[src/rtl/kb_pkg.sv]
// Shared types and helpers for the PS/2 keyboard receiver.
// Latency: none (declarations only).
// Backpressure: n/a.
package kb_pkg;

  typedef enum logic [1:0] {
    IDLE,
    DATA,
    PARITY,
    STOP
  } rx_state_t;

  localparam logic [7:0] KB_BREAK_CODE = 8'hF0;
  localparam logic [7:0] KB_EXT_CODE   = 8'hE0;

  // PS/2 uses odd parity: data bits plus parity bit must hold an odd number of ones.
  function automatic logic odd_parity_ok(input logic [7:0] data, input logic p);
    return ^{data, p};
  endfunction

endpackage

[src/rtl/kb_fifo.sv]
// Synchronous show-ahead FIFO; head/count/full/empty are registered from next state.
// Latency: a push is visible on head the cycle after the write edge; a pop shows the new head next cycle.
// Backpressure: push while full is ignored unless a pop happens in the same cycle; pop while empty is ignored.
module kb_fifo #(
  parameter int DEPTH = 8,
  parameter int WIDTH = 8
) (
  input  logic                   clk,
  input  logic                   rst,
  input  logic                   push,
  input  logic [WIDTH-1:0]       wdat,
  input  logic                   pop,
  output logic [WIDTH-1:0]       head,
  output logic [$clog2(DEPTH):0] count,
  output logic                   full,
  output logic                   empty
);

  localparam int             AW       = $clog2(DEPTH);
  localparam logic [AW-1:0]  PTR_ONE  = 1;
  localparam logic [AW:0]    CNT_ONE  = 1;
  localparam logic [AW:0]    CNT_FULL = DEPTH[AW:0];

  logic [WIDTH-1:0] mem_q [DEPTH];
  logic [AW-1:0]    wr_q, wr_d, rd_q, rd_d;
  logic [AW:0]      cnt_q, cnt_d;
  logic [WIDTH-1:0] head_q, head_d;
  logic             full_q, empty_q;
  logic             do_push, do_pop;

  // Next-state: accept a push when not full or when a pop frees the slot this cycle.
  always_comb begin
    do_pop  = pop && !empty_q;
    do_push = push && (!full_q || do_pop);
    wr_d    = do_push ? wr_q + PTR_ONE : wr_q;
    rd_d    = do_pop  ? rd_q + PTR_ONE : rd_q;
    case ({do_push, do_pop})
      2'b10:   cnt_d = cnt_q + CNT_ONE;
      2'b01:   cnt_d = cnt_q - CNT_ONE;
      default: cnt_d = cnt_q;
    endcase
    // When the new head is the slot being written this cycle, bypass the array.
    if (cnt_d == '0)
      head_d = '0;
    else if (do_push && (rd_d == wr_q))
      head_d = wdat;
    else
      head_d = mem_q[rd_d];
  end

  // Storage array; contents need no reset because the pointers define validity.
  always_ff @(posedge clk) begin
    if (do_push)
      mem_q[wr_q] <= wdat;
  end

  // Pointers, fill level and registered status/head outputs.
  always_ff @(posedge clk) begin
    if (rst) begin
      wr_q    <= '0;
      rd_q    <= '0;
      cnt_q   <= '0;
      head_q  <= '0;
      full_q  <= 1'b0;
      empty_q <= 1'b1;
    end else begin
      wr_q    <= wr_d;
      rd_q    <= rd_d;
      cnt_q   <= cnt_d;
      head_q  <= head_d;
      full_q  <= (cnt_d == CNT_FULL);
      empty_q <= (cnt_d == '0);
    end
  end

  assign head  = head_q;
  assign count = cnt_q;
  assign full  = full_q;
  assign empty = empty_q;

endmodule

[src/rtl/ps2_kb_receiver.sv]
// PS/2 keyboard receiver: synchronise, deframe 11-bit frames, check parity, buffer bytes. Optional macro KB_BREAK_FILTER_EN drops F0 and the code after it.
// Latency: byte written the cycle after the stop-bit edge is seen; visible on Kb_Byte/Byte_Valid one cycle later.
// Backpressure: none toward the keyboard; a byte arriving while the FIFO is full (and no Pop) is dropped and sets Overflow.
module ps2_kb_receiver
  import kb_pkg::*;
#(
  parameter int FIFO_DEPTH     = 8,
  parameter int TIMEOUT_CYCLES = 50000,
  parameter int SYNC_STAGES    = 2
) (
  input  logic                        Fast_Clock,
  input  logic                        Reset,
  input  logic                        KB_Clk,
  input  logic                        KB_Data,
  input  logic                        Pop,
  input  logic                        Clear_Err,
  output logic [7:0]                  Kb_Byte,
  output logic                        Byte_Valid,
  output logic [$clog2(FIFO_DEPTH):0] Count,
  output logic                        Overflow,
  output logic                        Frame_Err
);

  localparam int            TW       = (TIMEOUT_CYCLES > 1) ? $clog2(TIMEOUT_CYCLES) : 1;
  localparam logic [TW-1:0] TMO_LAST = TW'(TIMEOUT_CYCLES - 1);
  localparam logic [TW-1:0] TMO_ONE  = 1;

  logic [SYNC_STAGES-1:0] clk_sync_q, dat_sync_q;
  logic                   clk_prev_q;
  logic                   kb_clk_s, kb_dat_s, fall;

  rx_state_t  state_q;
  logic [2:0] bit_q;
  logic [7:0] shift_q;
  logic       par_q;
  logic [TW-1:0] tmo_q;
  logic       frame_err_q;
  logic       push_q;
  logic [7:0] push_dat_q;
  logic       overflow_q;
`ifdef KB_BREAK_FILTER_EN
  logic       skip_q;
`endif

  logic fifo_full, fifo_empty, drop;

  assign kb_clk_s = clk_sync_q[SYNC_STAGES-1];
  assign kb_dat_s = dat_sync_q[SYNC_STAGES-1];
  assign fall     = clk_prev_q && !kb_clk_s;

  // Input synchronisers and previous-clock register; idle bus reads as high.
  always_ff @(posedge Fast_Clock) begin
    if (Reset) begin
      clk_sync_q <= '1;
      dat_sync_q <= '1;
      clk_prev_q <= 1'b1;
    end else begin
      clk_sync_q <= {clk_sync_q[SYNC_STAGES-2:0], KB_Clk};
      dat_sync_q <= {dat_sync_q[SYNC_STAGES-2:0], KB_Data};
      clk_prev_q <= kb_clk_s;
    end
  end

  // Deframer FSM with inactivity timeout; error and push requests are single-cycle.
  always_ff @(posedge Fast_Clock) begin
    if (Reset) begin
      state_q     <= IDLE;
      bit_q       <= '0;
      shift_q     <= '0;
      par_q       <= 1'b0;
      tmo_q       <= '0;
      frame_err_q <= 1'b0;
      push_q      <= 1'b0;
      push_dat_q  <= '0;
`ifdef KB_BREAK_FILTER_EN
      skip_q      <= 1'b0;
`endif
    end else begin
      frame_err_q <= 1'b0;
      push_q      <= 1'b0;
      if (fall) begin
        tmo_q <= '0;
        case (state_q)
          IDLE: begin
            if (!kb_dat_s) begin
              state_q <= DATA;
              bit_q   <= '0;
            end else begin
              frame_err_q <= 1'b1;
            end
          end
          DATA: begin
            shift_q <= {kb_dat_s, shift_q[7:1]};
            bit_q   <= bit_q + 3'd1;
            if (bit_q == 3'd7)
              state_q <= PARITY;
          end
          PARITY: begin
            par_q   <= kb_dat_s;
            state_q <= STOP;
          end
          STOP: begin
            state_q <= IDLE;
            if (kb_dat_s && odd_parity_ok(shift_q, par_q)) begin
`ifdef KB_BREAK_FILTER_EN
              // Break prefix arms skip; the released code that follows is swallowed.
              if (skip_q) begin
                skip_q <= 1'b0;
              end else if (shift_q == KB_BREAK_CODE) begin
                skip_q <= 1'b1;
              end else begin
                push_q     <= 1'b1;
                push_dat_q <= shift_q;
              end
`else
              push_q     <= 1'b1;
              push_dat_q <= shift_q;
`endif
            end else begin
              frame_err_q <= 1'b1;
            end
          end
          default: state_q <= IDLE;
        endcase
      end else if (state_q != IDLE) begin
        if (tmo_q == TMO_LAST) begin
          state_q     <= IDLE;
          frame_err_q <= 1'b1;
          tmo_q       <= '0;
`ifdef KB_BREAK_FILTER_EN
          skip_q      <= 1'b0;
`endif
        end else begin
          tmo_q <= tmo_q + TMO_ONE;
        end
      end else begin
        tmo_q <= '0;
      end
    end
  end

  // A full FIFO still accepts a push if the consumer pops in the same cycle.
  assign drop = push_q && fifo_full && !Pop;

  // Sticky overflow; a drop in the same cycle as Clear_Err keeps it set.
  always_ff @(posedge Fast_Clock) begin
    if (Reset)
      overflow_q <= 1'b0;
    else if (drop)
      overflow_q <= 1'b1;
    else if (Clear_Err)
      overflow_q <= 1'b0;
  end

  kb_fifo #(
    .DEPTH (FIFO_DEPTH),
    .WIDTH (8)
  ) u_fifo (
    .clk   (Fast_Clock),
    .rst   (Reset),
    .push  (push_q),
    .wdat  (push_dat_q),
    .pop   (Pop),
    .head  (Kb_Byte),
    .count (Count),
    .full  (fifo_full),
    .empty (fifo_empty)
  );

  assign Byte_Valid = !fifo_empty;
  assign Overflow   = overflow_q;
  assign Frame_Err  = frame_err_q;

endmodule
[config.mk]
export PLATFORM = sky130hd
export DESIGN_NAME = ps2_kb_receiver
export DESIGN_NICKNAME = d
export VERILOG_FILES = /design/src/rtl/kb_pkg.sv /design/src/rtl/kb_fifo.sv /design/src/rtl/ps2_kb_receiver.sv
export SDC_FILE = /design/constraint.sdc
export NUM_CORES = 1
export LEC_CHECK = 0
export ABC_AREA = 1
export CORE_MARGIN = 4
export CORE_UTILIZATION = 45
export DETAILED_ROUTE_END_ITERATION = 16
export GPL_TIMING_DRIVEN = 0
export HOLD_SLACK_MARGIN = 0.1
export PLACE_DENSITY_LB_ADDON = 0.3
export SETUP_SLACK_MARGIN = 0.4
export SLEW_MARGIN = 0
export SYNTH_ARGS = -nofsm -noshare
export SYNTH_HDL_FRONTEND = slang
export SYNTH_SLANG_ARGS = --single-unit
[constraint.sdc]
create_clock -name Fast_Clock -period 7.1 [get_ports Fast_Clock]
set_input_delay 1.065 -clock Fast_Clock [delete_from_list [all_inputs] [get_ports Fast_Clock]]
set_output_delay 1.065 -clock Fast_Clock [all_outputs]
set_load 0.02 [all_outputs]
==> impl_metrics.ini <==
[floorplan]
die_y_um = 123.3
core_um2 = 12820
die_w_um = 123.3
placementRows = 41
start_util_pct = 46.63
die_area_um2 = 15200
io_pins = 21

[final_layout]
layout-drive-gt1-share_pct = 10.25
antenna_cells = 0
fin_cells = 923
area_growth_pct = 16.07
fin_util_pct = 54.13
nets = 756

[pwr]
switching_share_pct = 27.78
pwr-share-comb_pct = 17.5
seqPwrFrac_pct = 41.6
power.switching_uw = 543.0
internal_power_mw = 1.412
clkPwrFrac_pct = 40.9
p_leak_nw = 2.966
power_density_nw_per_um2 = 281.6
ir_worst_vdd_mv = 0.1389

[place]
portBuffers = 20
place_congestion = 0.8708
post-dp-hpwl_um = 8547
place_inst = 891

[clock_network]
postCtsSetupBuffers = 0
cts.sinks = 130
cts_buffers = 17
clkTransAtPathRegs_ns = 0.05
cts_buffer_depth = 2
clkLatencyLatePin_ns = 0.42
htreeDepth = 4
clockRootBuffer = clkbuf_16
cts_tree = built
ctsResizeCount = 0
cts_hold_buf = 0

[setup_path]
critical_path.startpoint = Pop
worstPathRequired_ns = 7.41
r2r_setup_slack_ns = 4.33
worstSetupEndpoint = u_fifo.head[1]
rr_endpoint = u_fifo.head[1]
critical_path_class = in -> reg
crit_path_start_kind = input pin
path_max_fanout = 9
end_kind = register
arrival_ns = 3.87
rr_worst_depth = 15
worstReg2RegStart = u_fifo.empty

[timing]
tightestPinTransition_ns = 0.8608
finalHoldViolCount = 0
setup_violations = 0
grt_setup_unrepaired = no
fin_crit_ns = 3.563
slew_headroom_pct = 42.40
clock_skew_ns = 0.005445
max_freq_ghz = 0.2807
slew_viol_final = 0
whs_ns = 0.4179
fin_crit_sh_pct = 50.18
finalSetupTns_ns = 0

[synthesis]
synth_nets = 717
ys_seq_area_share_pct = 54.23
syn-cell-area_um2 = 5981
syn_inst = 699
ys.flop_type = dfxtp_1
synth.avg_cell_area_um2 = 8.556
synthArstFlopShare_pct = 0
synth_edf_count = 64
synth-seq-cells = 130
synth_area_leader_cell = edfxtp_1
synthTopCellsByArea = edfxtp_1 32%, dfxtp_1 22%, nand2_1 12%
yosys_warnings = 0
synth_top_area_share_pct = 32.13
synth_cell_types = 39

[routing]
drt_wl_total_um = 12140
drc = 0
avgRoutedWirePerCell_um = 13.15
final_antenna_net_count = 0
via_per_inst = 4.899
first_pass_iters = 4
drt_iter0_drc = 403
vias = 4522

[job]
maxCapViolations = 0

[status]
status = completed

[global_routing]
grt_pass1_wl_um = 20720
grt_max_degree = 17
antenna_found_initial = 0
gr-usage-all-layers_pct = 17.77
grt_overflow = 0
grt_pass1_vias = 4450

[hold_path]
hold_path_class = reg -> reg
-- registers in the layout (all words and copies together), names as in the netlist, 3 cells and up --
| signal | count |
|---|---|
| bit_q | 3 |
| push_dat_q | 8 |
| shift_q | 8 |
| tmo_q | 16 |
| u_fifo.count | 4 |
| u_fifo.head | 8 |
| u_fifo.mem_q | 64 |
| u_fifo.rd_q | 3 |
| u_fifo.wr_q | 3 |
-- how the worst min path moves through the flow --
stage	start	endpoint	slack (ns)	cells past startpoint
4_1_cts	dat_sync_q[0]	dat_sync_q[1]	0.42	1
6_report	dat_sync_q[0]	dat_sync_q[1]	0.42	1
2_1_floorplan	clk_sync_q[0]	clk_sync_q[1]	0.39	1
3_5_place_dp	dat_sync_q[0]	dat_sync_q[1]	0.41	1
5_1_grt	dat_sync_q[0]	dat_sync_q[1]	0.43	1
3_3_place_gp	dat_sync_q[0]	dat_sync_q[1]	0.39	1
-- area by class of cell --
class,count,area [um^2]
plain buffers,16,82.58
clock buffers,19,452.9
clock inverters,13,92.59
fillers,1146,5883
inverters,108,405.4
multi-input cells,445,2250
flip-flops and latches,130,3243
well taps,172,215.2
repair buffers,20,200.2
-- Yosys cell counts, types with 2 or more instances --
cell and n:
nand2_1 194, inv_1 104, nand3_1 67, dfxtp_1 66
edfxtp_1 64, nor2_1 56, a21oi_1 22, nand4_1 14
o21ai_0 14, ha_1 12, nor3_1 10, buf_2 9
nand3_2 8, or2_2 8, xor2_1 6, clkbuf_1 4
inv_2 4, nor2_2 4, nand2_2 3, nand2_4 3
xnor2_1 3, a221oi_1 2, buf_1 2, nand3b_1 2
nor2_4 2, nor3b_1 2, nor4_1 2
-- critical path, cell delays in order --
cell	delay, ns
clkdlybuf4s50_1	0.54
nand2_4	0.10
a21boi_2	0.24
inv_1	0.14
ha_1	0.26
xor2_1	0.20
ha_1	0.19
a21oi_1	0.14
xnor2_1	0.09
o21ai_0	0.26
nand2_1	0.11
nand2_1	0.07
nand2_1	0.23
nand2_1	0.17
inv_1	0.06
-- cells by family (layout without fill, tap and decap cells) --
group / count (synthesis) / in the layout / synth area share (%)
simple gates: 380 / 380 / 29.20
compound gates: 43 / 43 / 4.122
xor+xnor: 10 / 10 / 1.778
buf+inv: 124 / 176 / 8.159
flops: 130 / 130 / 54.23
fa+ha+maj: 12 / 12 / 2.510
-- cell usage in the layout (no fill, tap or decap), types with 2 or more instances in the layout --
cell type and count:
edfxtp_1 64, nor4_1 2, clkbuf_8 2, clkinv_2 5, nor2_2 4, a221oi_1 2
o21ai_0 14, nor2_4 2, clkinv_1 4, dfxtp_1 66, inv_2 4, xnor2_1 3
buf_1 2, clkbuf_16 17, nand4_1 14, nand3_2 8, a21oi_1 22, nor3b_1 2
nand2_4 3, nor2_1 56, xor2_1 6, nand2_1 194, clkbuf_1 4, or2_2 8
nand3_1 67, nand2_2 3, nand3b_1 2, clkdlybuf4s50_1 20, nor3_1 10, ha_1 12
inv_1 104, clkinvlp_4 3, buf_2 9
-- stage by stage --
| step | cell area (um^2) | worst slack, ns | power, mW |
|---|---|---|---|
| after floorplan | 5981 | 4.116 | 1.062 |
| after global placement | 6396 | 3.197 | 1.164 |
| after detailed placement | 6396 | 3.142 | 1.170 |
| after CTS | 6942 | 3.582 | 1.970 |
| after global routing | 6942 | 3.253 | 2.050 |
| final | 6942 | 3.537 | 1.955 |
-- per-layer routing --
metal	global-route usage [%]	part of all wire [%]	wire, um	up-vias
li1	-	-	-	2335
met2	29.80	48	5846	87
met1	21.84	46	5535	2080
met4	7.336	1.7	211	0
met5	0	0	0	-
met3	4.529	4.5	545	20
-- power by group through the flow --
stage          clock network [mW]  registers (mW)  logic [mW]
3_3_place_gp                    0           0.828       0.336
5_1_grt                     0.853           0.815       0.382
4_1_cts                     0.814           0.813       0.343
2_1_floorplan                   0           0.845       0.218
3_5_place_dp                    0           0.829       0.341
6_report                    0.800           0.813       0.342
Power figures use the tool's default switching activity.
